**config.mk**
```make
export PLATFORM = sky130hd
export DESIGN_NAME = tile_sprite_mapper_flat
export DESIGN_NICKNAME = d
export VERILOG_FILES = /design/src/rtl/tile_sprite_mapper_if.sv /design/src/rtl/tile_sprite_mapper.sv /design/src/flat_wrapper.sv
export SDC_FILE = /design/constraint.sdc
export NUM_CORES = 1
export LEC_CHECK = 0
export ABC_CLOCK_PERIOD_IN_PS = 4900
export CAP_MARGIN = 20
export CORE_MARGIN = 3
export CORE_UTILIZATION = 51
export DETAILED_ROUTE_END_ITERATION = 8
export PLACE_DENSITY = 0.79
export SLEW_MARGIN = 0
export SYNTH_ARGS = -nofsm -noshare
export SYNTH_HDL_FRONTEND = slang
export SYNTH_SLANG_ARGS = --single-unit
```
**constraint.sdc**
```tcl
create_clock -name Clk -period 4.9 [get_ports Clk]
set_clock_uncertainty 0.1 [all_clocks]
set_input_delay 0.735 -clock Clk [delete_from_list [all_inputs] [get_ports Clk]]
set_output_delay 0.735 -clock Clk [all_outputs]
set_load 0.05 [all_outputs]
```
**src/rtl/tile_sprite_mapper_if.sv**
```systemverilog
`default_nettype none
// ============================================================================
// Module      : tile_sprite_mapper_if
// Description : External ROM bus of the tile/sprite mapper (map, tile row,
//               sprite row and palette ROMs, all 1-cycle synchronous).
// Revision    : 1.0 - initial release
// ============================================================================
interface tile_sprite_mapper_if #(
    parameter int TILE_BITS     = 4,
    parameter int CODE_BITS     = 8,
    parameter int BANK_BITS     = 3,
    parameter int COLOR_BITS    = 3,
    parameter int SPR_W         = 16,
    parameter int SPR_H         = 32,
    parameter int SPR_CODE_BITS = 4
);
    logic [10:0]                             map_addr;
    logic [CODE_BITS+BANK_BITS-1:0]          map_data;
    logic [CODE_BITS+TILE_BITS-1:0]          tile_addr;
    logic [(COLOR_BITS<<TILE_BITS)-1:0]      tile_data;
    logic [SPR_CODE_BITS+$clog2(SPR_H)-1:0]  spr_addr;
    logic [COLOR_BITS*SPR_W-1:0]             spr_data;
    logic [BANK_BITS+COLOR_BITS-1:0]         pal_addr;
    logic [23:0]                             pal_data;

    modport master (
        output map_addr, tile_addr, spr_addr, pal_addr,
        input  map_data, tile_data, spr_data, pal_data
    );

    modport slave (
        input  map_addr, tile_addr, spr_addr, pal_addr,
        output map_data, tile_data, spr_data, pal_data
    );
endinterface
`default_nettype wire

```
**src/rtl/tile_sprite_mapper.sv**
```systemverilog
`default_nettype none
// ============================================================================
// Module      : tile_sprite_mapper
// Description : 4-stage pixel pipeline: tile map, tile row, sprite overlay,
//               palette. Macro TILE_SPRITE_MAPPER_DEPTH_SORT_EN selects
//               bottom-edge depth sorting instead of fixed index priority.
// Revision    : 1.0 - initial release
// ============================================================================
module tile_sprite_mapper #(
    parameter int TILE_BITS     = 4,
    parameter int MAP_COLS      = 40,
    parameter int CODE_BITS     = 8,
    parameter int BANK_BITS     = 3,
    parameter int COLOR_BITS    = 3,
    parameter int NUM_SPRITES   = 4,
    parameter int SPR_W         = 16,
    parameter int SPR_H         = 32,
    parameter int SPR_CODE_BITS = 4
) (
    input  wire                                   Clk,
    input  wire                                   Reset_n,
    input  wire                                   frame_start,
    input  wire                                   Blank,
    input  wire  [9:0]                            DrawX,
    input  wire  [9:0]                            DrawY,
    input  wire  [10*NUM_SPRITES-1:0]             spr_x,
    input  wire  [10*NUM_SPRITES-1:0]             spr_y,
    input  wire  [NUM_SPRITES-1:0]                spr_en,
    input  wire  [SPR_CODE_BITS*NUM_SPRITES-1:0]  spr_code,
    input  wire  [BANK_BITS*NUM_SPRITES-1:0]      spr_bank,
    tile_sprite_mapper_if.master                  rom,
    output logic [7:0]                            Red,
    output logic [7:0]                            Green,
    output logic [7:0]                            Blue
);
    localparam int SPR_DX_BITS = $clog2(SPR_W);
    localparam int SPR_DY_BITS = $clog2(SPR_H);
    localparam int TILE_W      = 1 << TILE_BITS;

    // Frame-latched sprite shadow registers
    logic [10*NUM_SPRITES-1:0]            sx_q, sy_q;
    logic [NUM_SPRITES-1:0]               en_q;
    logic [SPR_CODE_BITS*NUM_SPRITES-1:0] scode_q;
    logic [BANK_BITS*NUM_SPRITES-1:0]     sbank_q;

    always_ff @(posedge Clk or negedge Reset_n) begin
        if (!Reset_n) begin
            sx_q    <= '0;
            sy_q    <= '0;
            en_q    <= '0;
            scode_q <= '0;
            sbank_q <= '0;
        end else if (frame_start) begin
            sx_q    <= spr_x;
            sy_q    <= spr_y;
            en_q    <= spr_en;
            scode_q <= spr_code;
            sbank_q <= spr_bank;
        end
    end

    // C0: map address and sprite hit/priority
    assign rom.map_addr = 11'(MAP_COLS) * 11'(DrawY >> TILE_BITS) + 11'(DrawX >> TILE_BITS);

    logic                     win_d;
    logic [SPR_DX_BITS-1:0]   dx_d;
    logic [SPR_DY_BITS-1:0]   dy_d;
    logic [SPR_CODE_BITS-1:0] code_d;
    logic [BANK_BITS-1:0]     sbank_d;
    logic [10:0]              sx, sy;
    logic                     hit, take;
`ifdef TILE_SPRITE_MAPPER_DEPTH_SORT_EN
    logic [10:0]              best_bot;
`endif

    always_comb begin
        win_d   = 1'b0;
        dx_d    = '0;
        dy_d    = '0;
        code_d  = '0;
        sbank_d = '0;
        sx      = '0;
        sy      = '0;
        hit     = 1'b0;
        take    = 1'b0;
`ifdef TILE_SPRITE_MAPPER_DEPTH_SORT_EN
        best_bot = '0;
`endif
        for (int i = 0; i < NUM_SPRITES; i++) begin
            // 11-bit compare so a sprite near x=639 cannot wrap to column 0
            sx  = {1'b0, sx_q[10*i +: 10]};
            sy  = {1'b0, sy_q[10*i +: 10]};
            hit = en_q[i]
                  && ({1'b0, DrawX} >= sx) && ({1'b0, DrawX} < sx + 11'(SPR_W))
                  && ({1'b0, DrawY} >= sy) && ({1'b0, DrawY} < sy + 11'(SPR_H));
`ifdef TILE_SPRITE_MAPPER_DEPTH_SORT_EN
            take = hit && (!win_d || (sy + 11'(SPR_H) > best_bot));
`else
            take = hit && !win_d;
`endif
            if (take) begin
                win_d   = 1'b1;
                dx_d    = SPR_DX_BITS'(DrawX - sx_q[10*i +: 10]);
                dy_d    = SPR_DY_BITS'(DrawY - sy_q[10*i +: 10]);
                code_d  = scode_q[SPR_CODE_BITS*i +: SPR_CODE_BITS];
                sbank_d = sbank_q[BANK_BITS*i +: BANK_BITS];
`ifdef TILE_SPRITE_MAPPER_DEPTH_SORT_EN
                best_bot = sy + 11'(SPR_H);
`endif
            end
        end
    end

    logic                     s1_win_q, s1_blank_q;
    logic [SPR_DX_BITS-1:0]   s1_dx_q;
    logic [SPR_DY_BITS-1:0]   s1_dy_q;
    logic [SPR_CODE_BITS-1:0] s1_code_q;
    logic [BANK_BITS-1:0]     s1_sbank_q;
    logic [TILE_BITS-1:0]     s1_xlo_q, s1_ylo_q;

    logic                     s2_win_q, s2_blank_q;
    logic [SPR_DX_BITS-1:0]   s2_dx_q;
    logic [BANK_BITS-1:0]     s2_sbank_q, s2_tbank_q;
    logic [TILE_BITS-1:0]     s2_xlo_q;

    logic                     s3_blank_q;

    // C1: ROM row addresses from the registered C0 data
    assign rom.tile_addr = {rom.map_data[CODE_BITS-1:0], s1_ylo_q};
    assign rom.spr_addr  = {s1_code_q, s1_dy_q};

    always_ff @(posedge Clk or negedge Reset_n) begin
        if (!Reset_n) begin
            s1_win_q   <= 1'b0;
            s1_blank_q <= 1'b0;
            s1_dx_q    <= '0;
            s1_dy_q    <= '0;
            s1_code_q  <= '0;
            s1_sbank_q <= '0;
            s1_xlo_q   <= '0;
            s1_ylo_q   <= '0;
            s2_win_q   <= 1'b0;
            s2_blank_q <= 1'b0;
            s2_dx_q    <= '0;
            s2_sbank_q <= '0;
            s2_tbank_q <= '0;
            s2_xlo_q   <= '0;
            s3_blank_q <= 1'b0;
        end else begin
            s1_win_q   <= win_d;
            s1_blank_q <= Blank;
            s1_dx_q    <= dx_d;
            s1_dy_q    <= dy_d;
            s1_code_q  <= code_d;
            s1_sbank_q <= sbank_d;
            s1_xlo_q   <= DrawX[TILE_BITS-1:0];
            s1_ylo_q   <= DrawY[TILE_BITS-1:0];
            s2_win_q   <= s1_win_q;
            s2_blank_q <= s1_blank_q;
            s2_dx_q    <= s1_dx_q;
            s2_sbank_q <= s1_sbank_q;
            s2_tbank_q <= rom.map_data[CODE_BITS+BANK_BITS-1:CODE_BITS];
            s2_xlo_q   <= s1_xlo_q;
            s3_blank_q <= s2_blank_q;
        end
    end

    // C2: pixel extraction; sprite index 0 falls through to the map, never
    // to a lower-priority sprite
    logic [COLOR_BITS-1:0] tile_idx, spr_idx;

    assign tile_idx = rom.tile_data[COLOR_BITS*(TILE_W-1-int'(s2_xlo_q)) +: COLOR_BITS];
    assign spr_idx  = rom.spr_data[COLOR_BITS*(SPR_W-1-int'(s2_dx_q)) +: COLOR_BITS];
    assign rom.pal_addr = (s2_win_q && (spr_idx != '0)) ? {s2_sbank_q, spr_idx}
                                                         : {s2_tbank_q, tile_idx};

    // C3: palette output, forced black outside active video
    always_ff @(posedge Clk or negedge Reset_n) begin
        if (!Reset_n) begin
            Red   <= 8'd0;
            Green <= 8'd0;
            Blue  <= 8'd0;
        end else if (s3_blank_q) begin
            {Red, Green, Blue} <= rom.pal_data;
        end else begin
            Red   <= 8'd0;
            Green <= 8'd0;
            Blue  <= 8'd0;
        end
    end
endmodule
`default_nettype wire
```
**src/flat_wrapper.sv**
```systemverilog
// flat-port wrapper written by rule: the top's interface ports become plain ports
module tile_sprite_mapper_flat 
#(
    parameter int TILE_BITS     = 4,
    parameter int MAP_COLS      = 40,
    parameter int CODE_BITS     = 8,
    parameter int BANK_BITS     = 3,
    parameter int COLOR_BITS    = 3,
    parameter int NUM_SPRITES   = 4,
    parameter int SPR_W         = 16,
    parameter int SPR_H         = 32,
    parameter int SPR_CODE_BITS = 4
)
  (Clk, Reset_n, frame_start, Blank, DrawX, DrawY, spr_x, spr_y, spr_en, spr_code, spr_bank, Red, Green, Blue, rom_map_addr, rom_tile_addr, rom_spr_addr, rom_pal_addr, rom_map_data, rom_tile_data, rom_spr_data, rom_pal_data);
  tile_sprite_mapper_if #(.TILE_BITS(TILE_BITS), .CODE_BITS(CODE_BITS), .BANK_BITS(BANK_BITS), .COLOR_BITS(COLOR_BITS), .SPR_W(SPR_W), .SPR_H(SPR_H), .SPR_CODE_BITS(SPR_CODE_BITS)) rom_i ();
  input  wire Clk;
  input  wire Reset_n;
  input  wire frame_start;
  input  wire Blank;
  input  wire  [9:0] DrawX;
  input  wire  [9:0] DrawY;
  input  wire  [10*NUM_SPRITES-1:0] spr_x;
  input  wire  [10*NUM_SPRITES-1:0] spr_y;
  input  wire  [NUM_SPRITES-1:0] spr_en;
  input  wire  [SPR_CODE_BITS*NUM_SPRITES-1:0] spr_code;
  input  wire  [BANK_BITS*NUM_SPRITES-1:0] spr_bank;
  output logic [7:0] Red;
  output logic [7:0] Green;
  output logic [7:0] Blue;
  output wire logic [$bits(rom_i.map_addr)-1:0] rom_map_addr;
  output wire logic [$bits(rom_i.tile_addr)-1:0] rom_tile_addr;
  output wire logic [$bits(rom_i.spr_addr)-1:0] rom_spr_addr;
  output wire logic [$bits(rom_i.pal_addr)-1:0] rom_pal_addr;
  input wire logic [$bits(rom_i.map_data)-1:0] rom_map_data;
  input wire logic [$bits(rom_i.tile_data)-1:0] rom_tile_data;
  input wire logic [$bits(rom_i.spr_data)-1:0] rom_spr_data;
  input wire logic [$bits(rom_i.pal_data)-1:0] rom_pal_data;
  assign rom_map_addr = rom_i.map_addr;
  assign rom_tile_addr = rom_i.tile_addr;
  assign rom_spr_addr = rom_i.spr_addr;
  assign rom_pal_addr = rom_i.pal_addr;
  assign rom_i.map_data = rom_map_data;
  assign rom_i.tile_data = rom_tile_data;
  assign rom_i.spr_data = rom_spr_data;
  assign rom_i.pal_data = rom_pal_data;
  tile_sprite_mapper #(.TILE_BITS(TILE_BITS), .MAP_COLS(MAP_COLS), .CODE_BITS(CODE_BITS), .BANK_BITS(BANK_BITS), .COLOR_BITS(COLOR_BITS), .NUM_SPRITES(NUM_SPRITES), .SPR_W(SPR_W), .SPR_H(SPR_H), .SPR_CODE_BITS(SPR_CODE_BITS)) u_core (.Clk(Clk), .Reset_n(Reset_n), .frame_start(frame_start), .Blank(Blank), .DrawX(DrawX), .DrawY(DrawY), .spr_x(spr_x), .spr_y(spr_y), .spr_en(spr_en), .spr_code(spr_code), .spr_bank(spr_bank), .rom(rom_i), .Red(Red), .Green(Green), .Blue(Blue));
endmodule
```
==> out/summary.txt <==
Fillers - 2,031
Cts hold-fix bufs - 0
Hold Path Class - primary input to asynchronous set/reset pin
Cell variety after synth - 79
Max H-tree Level - 4
Total CTS buffers - 17
Max-slew headroom at the worst pin - 35.8%
GR Util All Layers - 27.3%
Setup TNS - 0 ns
Worst Tran Pin Value - 0.963 ns
Most used DFF post-synth - dfrtp_1
Worst-path clk slew - 0.07 ns
Worst path required time - 4.07 ns
Clock tree buffer depth - 2
Vias after detailed routing - 11,600
Hold Slack - 0.231 ns
Synth Warn # - 0
Area Overhead vs Synth - 30.2%
Starting Density - 52.1%
Final Slew Violations - 0
CP Launch Type - flip-flop
P_leak - 0.00777 µW
Synth area leaders - dfrtp_1 33%, ha_1 14%, mux4_2 7.8%, o21ai_0 4.1%, mux2i_1 3.9%
Post-synth EDFFs - 0
TritonCTS clock tree - yes
WL per Instance - 20.2 µm
GRT overflow - 0
Placed Instances - 1,942
Max-cap violations - 0
Crit end category - output pin
Maximum VDD drop - 0.236 mV
DRC Markers - 0
WS Path Type - flip-flop to output pin
DR top layer - met5
RD Place Congestion - 0.957
Fin crit share - 99.3%
Final Hold Viols - 0
Area leader, netlist - dfrtp_1
Worst-Skew Late Latency - 0.43 ns
Fraction of registers with async set/reset - 100%
Initial antenna violation count - 4
Vias in the first global route - 11,800
HPWL after DPL - 30,900 µm
WL met3 - 2760 µm
Power density over cell area - 312 nW/µm²
Die area - 28,800 µm²
First-pass GRT wire length - 61,900 µm
Die width - 170 µm
Share of cells above drive strength 1 - 11.4%
Crit path max fanout - 16
Pwr Total - 5540 µW
Non-Filler Instances - 1,981
Syn nets - 1,771
IO Count - 329
Synthesized area - 13,600 µm²
Syn_area_per_cell - 10.2 µm²
Final WL - 40,100 µm
Sequential area share after synthesis - 32.8%
Worst EP arrival - 4.03 ns
Port bufs - 312
Layout Nets - 2,063
Routed met2 length - 19,300 µm
Final setup fails - 0
Met1 wire length - 16,600 µm
Cell count after synthesis - 1,337
1st-pass router iterations - 5
Highest clock rate - 206 MHz
Antenna Nets Post-Route - 0
Top-area cell type share of the netlist area - 32.8%
DRT iter0 DRCs - 775
Pin count of the biggest net entering global routing - 108
Cell Rows - 59
CTS Root Cell - clkbuf_16
Clock sinks - 179
Flops & latches, synth - 179
FF-to-FF path depth - 12
Core area - 26,200 µm²
Final worst path period need - 4.87 ns
Status - completed
Vias/cell - 5.83
Die height - 170 µm
-- worst paths after layout --
| check | to | slack (ns) | start |
|---|---|---|---|
| worst max-delay path | rom_pal_addr[4] | 0.03 | u_core.s2_dx_q[2] |
| worst min-delay path | u_core.sy_q[19] | 0.23 | Reset_n |
| worst max register to register | u_core.s1_dy_q[3] | 1.14 | u_core.sx_q[4] |
| worst min register to register | u_core.s2_dx_q[1] | 0.25 | u_core.s1_dx_q[1] |
| max in group asynchronous | u_core.s3_blank_q | 3.47 | Reset_n |
| min in group Clk | u_core.s2_dx_q[1] | 0.25 | u_core.s1_dx_q[1] |
-- sequential cells by signal, indices dropped and copies added, names as in the netlist, 3 cells and up --
name               cells
u_core.Blue            8
u_core.Green           8
u_core.Red             8
u_core.en_q            4
u_core.s1_code_q       4
u_core.s1_dx_q         4
u_core.s1_dy_q         5
u_core.s1_sbank_q      3
u_core.s1_xlo_q        4
u_core.s1_ylo_q        4
u_core.s2_dx_q         4
u_core.s2_sbank_q      3
u_core.s2_tbank_q      3
u_core.s2_xlo_q        4
u_core.sbank_q        12
u_core.scode_q        16
u_core.sx_q           40
u_core.sy_q           40
-- cell usage in the layout (no fill, tap or decap), drive strengths merged, types with 18 or more instances in the layout --
cell / Yosys / routed
nand3: 29 / 29
inv: 133 / 136
mux2i: 53 / 53
xnor2: 46 / 46
a21oi: 43 / 43
ha: 155 / 155
nand2: 106 / 106
mux4: 47 / 47
mux2: 54 / 54
nor2b: 19 / 19
a211oi: 18 / 18
and2: 25 / 25
buf: 42 / 39
o21ai: 114 / 114
nor2: 33 / 33
nand4: 22 / 22
clkbuf: 25 / 20
dfrtp: 179 / 179
clkdlybuf4s50: 0 / 301
-- cell type report --
| type | count | area [µm²] | area share [%] |
|---|---|---|---|
| diodes | 4 | 10.0 | 0.0563 |
| inverters | 133 | 499 | 2.81 |
| flip-flops and latches | 179 | 4480 | 25.2 |
| repair buffers | 340 | 3400 | 19.1 |
| multi-input cells | 958 | 8340 | 46.9 |
| clock inverters | 12 | 170 | 0.957 |
| well taps | 335 | 419 | 2.36 |
| clock buffers | 20 | 457 | 2.57 |
-- power by group --
part / internal [µW] / switching, µW
clock network: 842 / 620
logic: 1100 / 1290
registers: 1600 / 80.5
-- critical path, stage by stage (launching register included) --
cell and delay [ns]:
dfrtp_1 0.36, inv_1 0.07, ha_1 0.29, ha_1 0.56
buf_4 0.30, nand2b_1 0.08, o22ai_1 0.15, nor4_1 0.07
nor4_1 0.77, a221oi_4 0.19, a21oi_4 0.22, mux2_1 0.35
buf_4 0.19
-- what timing repair did --
action / CTS / global route
resized for setup: 1 / 7
setup endpoints to repair: 3 / 4
pin swaps: 0 / 4
setup buffers: 0 / 3
-- synthesized netlist by cell type, types with 22 or more instances --
cell / count
xnor2_1: 46
ha_1: 155
a21oi_1: 42
mux2i_1: 53
clkbuf_1: 25
nand3_1: 29
inv_1: 132
mux4_2: 47
mux2_2: 46
o21ai_0: 111
nand4_1: 22
nand2_1: 106
dfrtp_1: 179
nor2_1: 33
and2_1: 25
-- routing by layer --
| metal | track usage [%] | up-vias |
|---|---|---|
| li1 | - | 5422 |
| met1 | 34.9 | 5581 |
| met5 | 0 | - |
| met3 | 5.43 | 86 |
| met2 | 45.7 | 462 |
| met4 | 10.6 | 4 |
-- cells by family after synthesis --
family / Yosys count / share of synthesized area, %
compound gates: 291 / 14.1
simple gates: 288 / 10.9
buf+inv: 200 / 6.42
flops: 179 / 32.8
fa+ha+maj: 167 / 16.0
mux: 154 / 16.1
xor+xnor: 58 / 3.72
-- stage by stage --
stage,setup slack (ns),area (µm²),util [%]
after global routing,-0.183,17800,67.8
final,0.0350,17800,67.8
after global placement,0.495,17100,65.1
after detailed placement,0.422,17100,65.1
after CTS,0.0322,17700,67.5
after floorplan,0.584,13600,-
Note: power is estimated with default switching activity, not from simulation.
